[src/rtl/fsctl_axi_pkg.sv]
// Shared AXI4-Lite response codes and FSM state types for the frame-stitch
// controller register bridge.
package fsctl_axi_pkg;

  localparam logic [1:0] RESP_OKAY   = 2'b00;
  localparam logic [1:0] RESP_SLVERR = 2'b10;

  typedef enum logic [1:0] {W_IDLE, W_EXEC, W_RESP} wr_state_e;
  typedef enum logic [1:0] {R_IDLE, R_CAP, R_RESP} rd_state_e;

endpackage

[src/rtl/fsctl_axilite_bridge_if.sv]
// AXI4-Lite bus between the PS interconnect (master) and the controller
// register bridge (slave).
interface fsctl_axilite_bridge_if #(
  parameter int C_DATA_WIDTH = 32,
  parameter int C_ADDR_WIDTH = 8
);

  logic [C_ADDR_WIDTH-1:0]   s_axi_awaddr;
  logic                      s_axi_awvalid;
  logic                      s_axi_awready;
  logic [C_DATA_WIDTH-1:0]   s_axi_wdata;
  logic [C_DATA_WIDTH/8-1:0] s_axi_wstrb;
  logic                      s_axi_wvalid;
  logic                      s_axi_wready;
  logic [1:0]                s_axi_bresp;
  logic                      s_axi_bvalid;
  logic                      s_axi_bready;
  logic [C_ADDR_WIDTH-1:0]   s_axi_araddr;
  logic                      s_axi_arvalid;
  logic                      s_axi_arready;
  logic [C_DATA_WIDTH-1:0]   s_axi_rdata;
  logic [1:0]                s_axi_rresp;
  logic                      s_axi_rvalid;
  logic                      s_axi_rready;

  modport slave (
    input  s_axi_awaddr, s_axi_awvalid, s_axi_wdata, s_axi_wstrb, s_axi_wvalid,
           s_axi_bready, s_axi_araddr, s_axi_arvalid, s_axi_rready,
    output s_axi_awready, s_axi_wready, s_axi_bresp, s_axi_bvalid,
           s_axi_arready, s_axi_rdata, s_axi_rresp, s_axi_rvalid
  );

  modport master (
    output s_axi_awaddr, s_axi_awvalid, s_axi_wdata, s_axi_wstrb, s_axi_wvalid,
           s_axi_bready, s_axi_araddr, s_axi_arvalid, s_axi_rready,
    input  s_axi_awready, s_axi_wready, s_axi_bresp, s_axi_bvalid,
           s_axi_arready, s_axi_rdata, s_axi_rresp, s_axi_rvalid
  );

endinterface

[src/rtl/fsctl_axilite_bridge.sv]
// AXI4-Lite slave driving the frame-stitch controller register file through
// independent, fully registered write and read state machines.
module fsctl_axilite_bridge
  import fsctl_axi_pkg::*;
#(
  parameter int C_DATA_WIDTH = 32,
  parameter int C_ADDR_WIDTH = 8
) (
  input  logic                    clk,
  input  logic                    resetn,
  fsctl_axilite_bridge_if.slave   s_axi,
  output logic                    wr_en,
  output logic [C_ADDR_WIDTH-1:0] wr_addr,
  output logic [C_DATA_WIDTH-1:0] wr_data,
  output logic [C_ADDR_WIDTH-1:0] rd_addr,
  input  logic [C_DATA_WIDTH-1:0] rd_data
);

  localparam int STRB_W = C_DATA_WIDTH / 8;

  wr_state_e               wr_state_q;
  logic                    awready_q, wready_q, aw_held_q, w_held_q;
  logic [C_ADDR_WIDTH-1:0] awaddr_q, wr_addr_q;
  logic [C_DATA_WIDTH-1:0] wdata_q, wr_data_q;
  logic [STRB_W-1:0]       wstrb_q;
  logic                    bvalid_q, wr_en_q;
  logic [1:0]              bresp_q;

  rd_state_e               rd_state_q;
  logic                    arready_q, rvalid_q;
  logic [C_ADDR_WIDTH-1:0] rd_addr_q;
  logic [C_DATA_WIDTH-1:0] rdata_q;
  logic [1:0]              rresp_q;

  logic                    aw_hs, w_hs, aw_have_d, w_have_d, ar_hs;
  logic [C_ADDR_WIDTH-1:0] awaddr_d;
  logic [C_DATA_WIDTH-1:0] wdata_d;
  logic [STRB_W-1:0]       wstrb_d;

  // A beat arriving this cycle is merged with any beat already held.
  always_comb begin
    aw_hs     = s_axi.s_axi_awvalid & awready_q;
    w_hs      = s_axi.s_axi_wvalid & wready_q;
    ar_hs     = s_axi.s_axi_arvalid & arready_q;
    aw_have_d = aw_held_q | aw_hs;
    w_have_d  = w_held_q | w_hs;
    awaddr_d  = aw_hs ? s_axi.s_axi_awaddr : awaddr_q;
    wdata_d   = w_hs ? s_axi.s_axi_wdata : wdata_q;
    wstrb_d   = w_hs ? s_axi.s_axi_wstrb : wstrb_q;
  end

  always_ff @(posedge clk) begin
    if (!resetn) begin
      wr_state_q <= W_IDLE;
      awready_q  <= 1'b0;
      wready_q   <= 1'b0;
      aw_held_q  <= 1'b0;
      w_held_q   <= 1'b0;
      awaddr_q   <= '0;
      wdata_q    <= '0;
      wstrb_q    <= '0;
      bvalid_q   <= 1'b0;
      bresp_q    <= RESP_OKAY;
      wr_en_q    <= 1'b0;
      wr_addr_q  <= '0;
      wr_data_q  <= '0;
    end else begin
      case (wr_state_q)
        W_IDLE: begin
          if (aw_hs) begin
            aw_held_q <= 1'b1;
            awaddr_q  <= s_axi.s_axi_awaddr;
          end
          if (w_hs) begin
            w_held_q <= 1'b1;
            wdata_q  <= s_axi.s_axi_wdata;
            wstrb_q  <= s_axi.s_axi_wstrb;
          end
          if (aw_have_d && w_have_d) begin
            wr_state_q <= W_EXEC;
            aw_held_q  <= 1'b0;
            w_held_q   <= 1'b0;
            awready_q  <= 1'b0;
            wready_q   <= 1'b0;
            // Partial-strobe writes never reach the register file.
            wr_en_q    <= &wstrb_d;
            if (&wstrb_d) begin
              wr_addr_q <= awaddr_d;
              wr_data_q <= wdata_d;
            end
          end else begin
            awready_q <= ~aw_have_d;
            wready_q  <= ~w_have_d;
          end
        end
        W_EXEC: begin
          wr_en_q    <= 1'b0;
          bresp_q    <= wr_en_q ? RESP_OKAY : RESP_SLVERR;
          bvalid_q   <= 1'b1;
          wr_state_q <= W_RESP;
        end
        W_RESP: begin
          if (s_axi.s_axi_bready) begin
            bvalid_q   <= 1'b0;
            awready_q  <= 1'b1;
            wready_q   <= 1'b1;
            wr_state_q <= W_IDLE;
          end
        end
        default: wr_state_q <= W_IDLE;
      endcase
    end
  end

  // rd_data is combinational from rd_addr, so it is sampled one cycle after
  // the address is registered; a same-cycle write lands after the sample.
  always_ff @(posedge clk) begin
    if (!resetn) begin
      rd_state_q <= R_IDLE;
      arready_q  <= 1'b0;
      rvalid_q   <= 1'b0;
      rd_addr_q  <= '0;
      rdata_q    <= '0;
      rresp_q    <= RESP_OKAY;
    end else begin
      case (rd_state_q)
        R_IDLE: begin
          if (ar_hs) begin
            rd_addr_q  <= s_axi.s_axi_araddr;
            arready_q  <= 1'b0;
            rd_state_q <= R_CAP;
          end else begin
            arready_q <= 1'b1;
          end
        end
        R_CAP: begin
          rdata_q    <= rd_data;
          rresp_q    <= RESP_OKAY;
          rvalid_q   <= 1'b1;
          rd_state_q <= R_RESP;
        end
        R_RESP: begin
          if (s_axi.s_axi_rready) begin
            rvalid_q   <= 1'b0;
            arready_q  <= 1'b1;
            rd_state_q <= R_IDLE;
          end
        end
        default: rd_state_q <= R_IDLE;
      endcase
    end
  end

  assign s_axi.s_axi_awready = awready_q;
  assign s_axi.s_axi_wready  = wready_q;
  assign s_axi.s_axi_bvalid  = bvalid_q;
  assign s_axi.s_axi_bresp   = bresp_q;
  assign s_axi.s_axi_arready = arready_q;
  assign s_axi.s_axi_rvalid  = rvalid_q;
  assign s_axi.s_axi_rdata   = rdata_q;
  assign s_axi.s_axi_rresp   = rresp_q;
  assign wr_en   = wr_en_q;
  assign wr_addr = wr_addr_q;
  assign wr_data = wr_data_q;
  assign rd_addr = rd_addr_q;

endmodule

[src/flat_wrapper.sv]
// flat-port wrapper written by rule: the top's interface ports become plain ports
module fsctl_axilite_bridge_flat import fsctl_axi_pkg::*;
#(
  parameter int C_DATA_WIDTH = 32,
  parameter int C_ADDR_WIDTH = 8
)
  (clk, resetn, wr_en, wr_addr, wr_data, rd_addr, rd_data, s_axi_s_axi_awaddr, s_axi_s_axi_awvalid, s_axi_s_axi_wdata, s_axi_s_axi_wstrb, s_axi_s_axi_wvalid, s_axi_s_axi_bready, s_axi_s_axi_araddr, s_axi_s_axi_arvalid, s_axi_s_axi_rready, s_axi_s_axi_awready, s_axi_s_axi_wready, s_axi_s_axi_bresp, s_axi_s_axi_bvalid, s_axi_s_axi_arready, s_axi_s_axi_rdata, s_axi_s_axi_rresp, s_axi_s_axi_rvalid);
  fsctl_axilite_bridge_if #(.C_DATA_WIDTH(C_DATA_WIDTH), .C_ADDR_WIDTH(C_ADDR_WIDTH)) s_axi_i ();
  input  logic clk;
  input  logic resetn;
  output logic wr_en;
  output logic [C_ADDR_WIDTH-1:0] wr_addr;
  output logic [C_DATA_WIDTH-1:0] wr_data;
  output logic [C_ADDR_WIDTH-1:0] rd_addr;
  input  logic [C_DATA_WIDTH-1:0] rd_data;
  input wire logic [$bits(s_axi_i.s_axi_awaddr)-1:0] s_axi_s_axi_awaddr;
  input wire logic [$bits(s_axi_i.s_axi_awvalid)-1:0] s_axi_s_axi_awvalid;
  input wire logic [$bits(s_axi_i.s_axi_wdata)-1:0] s_axi_s_axi_wdata;
  input wire logic [$bits(s_axi_i.s_axi_wstrb)-1:0] s_axi_s_axi_wstrb;
  input wire logic [$bits(s_axi_i.s_axi_wvalid)-1:0] s_axi_s_axi_wvalid;
  input wire logic [$bits(s_axi_i.s_axi_bready)-1:0] s_axi_s_axi_bready;
  input wire logic [$bits(s_axi_i.s_axi_araddr)-1:0] s_axi_s_axi_araddr;
  input wire logic [$bits(s_axi_i.s_axi_arvalid)-1:0] s_axi_s_axi_arvalid;
  input wire logic [$bits(s_axi_i.s_axi_rready)-1:0] s_axi_s_axi_rready;
  output wire logic [$bits(s_axi_i.s_axi_awready)-1:0] s_axi_s_axi_awready;
  output wire logic [$bits(s_axi_i.s_axi_wready)-1:0] s_axi_s_axi_wready;
  output wire logic [$bits(s_axi_i.s_axi_bresp)-1:0] s_axi_s_axi_bresp;
  output wire logic [$bits(s_axi_i.s_axi_bvalid)-1:0] s_axi_s_axi_bvalid;
  output wire logic [$bits(s_axi_i.s_axi_arready)-1:0] s_axi_s_axi_arready;
  output wire logic [$bits(s_axi_i.s_axi_rdata)-1:0] s_axi_s_axi_rdata;
  output wire logic [$bits(s_axi_i.s_axi_rresp)-1:0] s_axi_s_axi_rresp;
  output wire logic [$bits(s_axi_i.s_axi_rvalid)-1:0] s_axi_s_axi_rvalid;
  assign s_axi_i.s_axi_awaddr = s_axi_s_axi_awaddr;
  assign s_axi_i.s_axi_awvalid = s_axi_s_axi_awvalid;
  assign s_axi_i.s_axi_wdata = s_axi_s_axi_wdata;
  assign s_axi_i.s_axi_wstrb = s_axi_s_axi_wstrb;
  assign s_axi_i.s_axi_wvalid = s_axi_s_axi_wvalid;
  assign s_axi_i.s_axi_bready = s_axi_s_axi_bready;
  assign s_axi_i.s_axi_araddr = s_axi_s_axi_araddr;
  assign s_axi_i.s_axi_arvalid = s_axi_s_axi_arvalid;
  assign s_axi_i.s_axi_rready = s_axi_s_axi_rready;
  assign s_axi_s_axi_awready = s_axi_i.s_axi_awready;
  assign s_axi_s_axi_wready = s_axi_i.s_axi_wready;
  assign s_axi_s_axi_bresp = s_axi_i.s_axi_bresp;
  assign s_axi_s_axi_bvalid = s_axi_i.s_axi_bvalid;
  assign s_axi_s_axi_arready = s_axi_i.s_axi_arready;
  assign s_axi_s_axi_rdata = s_axi_i.s_axi_rdata;
  assign s_axi_s_axi_rresp = s_axi_i.s_axi_rresp;
  assign s_axi_s_axi_rvalid = s_axi_i.s_axi_rvalid;
  fsctl_axilite_bridge #(.C_DATA_WIDTH(C_DATA_WIDTH), .C_ADDR_WIDTH(C_ADDR_WIDTH)) u_core (.clk(clk), .resetn(resetn), .s_axi(s_axi_i), .wr_en(wr_en), .wr_addr(wr_addr), .wr_data(wr_data), .rd_addr(rd_addr), .rd_data(rd_data));
endmodule
[config.mk]
export PLATFORM = sky130hd
export DESIGN_NAME = fsctl_axilite_bridge_flat
export DESIGN_NICKNAME = d
export VERILOG_FILES = /design/src/rtl/fsctl_axi_pkg.sv /design/src/rtl/fsctl_axilite_bridge_if.sv /design/src/rtl/fsctl_axilite_bridge.sv /design/src/flat_wrapper.sv
export SDC_FILE = /design/constraint.sdc
export NUM_CORES = 1
export LEC_CHECK = 0
export CAP_MARGIN = 20
export CORE_MARGIN = 8
export CORE_UTILIZATION = 46
export DETAILED_ROUTE_END_ITERATION = 7
export GPL_TIMING_DRIVEN = 0
export MAX_ROUTING_LAYER = met4
export PLACE_DENSITY = 0.8
export SLEW_MARGIN = 20
export SYNTH_ARGS = -nofsm -noshare
export SYNTH_HDL_FRONTEND = slang
export SYNTH_SLANG_ARGS = --single-unit
[constraint.sdc]
create_clock -name clk -period 1.8 [get_ports clk]
set_input_delay 0.18 -clock clk [delete_from_list [all_inputs] [get_ports clk]]
set_output_delay 0.18 -clock clk [all_outputs]
set_load 0.1 [all_outputs]
==> flow_summary.toml <==
[floorplan]
die-area_sq_mm = 0.0162
io_pins = 181
start_util = 0.474
dieWidth_um = 127
rows = 40
die_h_um = 127
core_area_sq_mm = 0.0121

[place]
dp_hpwl_um = 13200
io_buffers = 175
place_congestion = 0.858
dp_slack_ns = -0.139

[power]
combPwrFrac = 0.165
p_int_uw = 5940
switchingPower_uw = 2220
pwr-share-seq = 0.395
power_leakage_uw = 0.00318
swShare = 0.272
p_clk_frac = 0.441
power-per-cell-area_mw_per_mm2 = 994
vdd_drop_max_uv = 727

[timing]
fin_crit_sh = 0.986
tightest_slew_ns = 0.986
rsz0062_at_grt = "false"
relSlewSlack = 0.345
finClkSkew_ns = 0.00691
fin_ws_ns = 0.0260
setup_viol = 0
hold_viol = 0
slew_viol_final = 0
max_freq_ghz = 0.564
layout_min_cycle_time_ns = 1.77

[grt]
grt_pass1_vias = 5417
grt_overflow = 0
track_usage = 0.224
grt_max_degree = 17
antenna_found_initial = 0
grt_pass1_wl_um = 27900

[synth]
netlist.area_leader.share = 0.480
ys_types = 35
ys.flop_type = "dfxtp_1"
synth_commonest_cells = "233 x nand2_1, 137 x dfxtp_1, 59 x a21boi_1"
yosysSeqAreaShare = 0.480
synthTopCellsByArea = "dfxtp_1 48%, nand2_1 15%, a21boi_1 7.8%"
synth-seq-cells = 137
yosysMostFrequentCell = "nand2_1"
syn_area_sq_mm = 0.00571
ys_warn_count = 0
synth_edf_count = 0
synth_cells = 665
syn_area_per_cell_sq_um = 8.59
ys_async_sr_fraction = 0
yosysTopAreaCell = "dfxtp_1"

[clocking]
insertion_delay_ns = 0.42
clk_pin_slew_ns = 0.06
clockBufferDepth = 2
cts_max_level = 4
cts_tree = "done"
root_buffer = "clkbuf_16"
clock_sinks = 137
cts_buffers = 17
postCtsSetupBuffers = 0

[critical_path]
cp_cell_sequence = "clkdlybuf4s15_1"
path_class = "flop to primary output"
cp-start-kind = "flop"
cpPeakStageDelay_ns = 0.84
cp_slowest_cell = "clkdlybuf4s15_1"
critPathBufInv = 1
cpLargestDelayFamily = "buffers and inverters"
endpoint_kind = "primary output"
cp.arrival_ns = 1.59
worstPathRequired_ns = 1.62
critPathMaxFanout = 2

[finish]
layout-drive-gt1-share = 0.157
fin_nets = 952
fillers = 941
n_antenna_cell = 0
areaGrowthSynthToFinish_pct = 43.7
fin_util = 0.681

[job]
max_cap_violations = 0

[drt]
vias = 5424
ant_nets = 0
met1_length_um = 7080
viasPerCell = 5.21
dr.pass1.iters = 5
wl_um = 17300
drt_iter0_drc = 395
wl_met3_um = 1350
drc = 0
dr_wl_met2_um = 8580
highest_layer = "met4"
wire_per_inst_um = 16.6

[status]
status = "complete, no violations"

[min_path]
min_path_type = "input port to flop"
power by group through the flow:
stage / clock network (uW) / logic [uW] / registers [uW]
after global placement: 0 / 1340 / 3270
after global routing: 3770 / 1450 / 3230
final: 3600 / 1340 / 3220
after floorplan: 0 / 547 / 3620
after CTS: 3630 / 1350 / 3220
after detailed placement: 0 / 1360 / 3280
logic make-up (layout without fill, tap and decap cells):
family | count (synthesis) | in the layout | share of synthesized area
other cells | 1 | 3 | 0.000656
compound gates | 144 | 144 | 0.201
flops | 137 | 137 | 0.480
simple gates | 307 | 307 | 0.230
buf+inv | 60 | 267 | 0.0596
mux | 16 | 16 | 0.0280
repair_timing:
item,in CTS,in global routing
pin swaps,0,0
gates cloned,0,0
resized for setup,199,36
endpoints found under the setup margin,87,36
hold buffers,0,0
worst paths after layout:
check	endpoint	slack (ns)	depth (start not counted)	start
worst max-delay path	s_axi_s_axi_rdata[1]	0.03	1	u_core.s_axi.s_axi_rdata[1]$_SDFFE_PN0P_
worst max register to register	u_core.wr_data[28]$_SDFFE_PN0P_	0.16	5	u_core.wstrb_q[0]$_SDFFE_PN0P_
worst min-delay path	u_core.wr_addr[2]$_SDFFE_PN0P_	0.23	4	s_axi_s_axi_awvalid
worst min register to register	u_core.wdata_q[3]$_SDFFE_PN0P_	0.45	2	u_core.wdata_q[3]$_SDFFE_PN0P_
stage by stage:
stage	std cells	total power [uW]	instance area, sq um	hold WS (ns)	setup TNS [ns]
6_report	1042	8160	8210	0.232	0
5_1_grt	1042	8450	8210	0.238	0
4_1_cts	1042	8200	8340	0.219	0
3_5_place_dp	1010	4640	7680	0.443	-5.20
3_3_place_gp	1010	4620	7680	0.435	-1.16
2_1_floorplan	667	4160	5720	0.315	0
metal layers:
layer  up-vias  global-route usage
met1      2580               0.248
met5         -                   -
li1       2632                   -
met4         0              0.0861
met2       189               0.372
met3        23              0.0686
area by class of cell:
cell class	instances	area (sq um)	share of cell area
Buffer	57	329	0.0401
Clock buffer	21	480	0.0585
Clock inverter	11	144	0.0175
Inverter	3	11.3	0.00137
Multi-Input combinational cell	470	2640	0.321
Sequential cell	137	2750	0.334
Tap cell	168	210	0.0256
Timing Repair Buffer	175	1650	0.201
state kept, by name (all words and copies together) (netlist names), 2 cells and up:
signal and flops:
u_core.wdata_q 32, u_core.s_axi.s_axi_rdata 32, u_core.rd_addr 8, u_core.awaddr_q 8, u_core.wr_data 32, u_core.rd_state_q 2
u_core.wr_addr 8, u_core.wr_state_q 2, u_core.wstrb_q 4
placed cells by master, fill, tap and decap left out, types with 4 or more instances in the layout:
| cell | n |
|---|---|
| nand2_1 | 233 |
| dfxtp_1 | 135 |
| clkdlybuf4s50_1 | 88 |
| a21boi_1 | 59 |
| clkdlybuf4s15_2 | 33 |
| nand3_1 | 31 |
| clkbuf_2 | 28 |
| a21boi_0 | 27 |
| clkdlybuf4s15_1 | 26 |
| clkbuf_1 | 23 |
| o221a_1 | 20 |
| nand2b_1 | 17 |
| o211ai_1 | 17 |
| clkbuf_16 | 17 |
| mux2i_1 | 16 |
| buf_2 | 14 |
| buf_4 | 10 |
| buf_6 | 8 |
| nor2_1 | 8 |
| o21ai_0 | 7 |
| and2_1 | 5 |
| a21oi_1 | 4 |
| o221a_2 | 4 |
| clkinvlp_4 | 4 |
| clkbuf_8 | 4 |
Power figures use the tool's default switching activity.
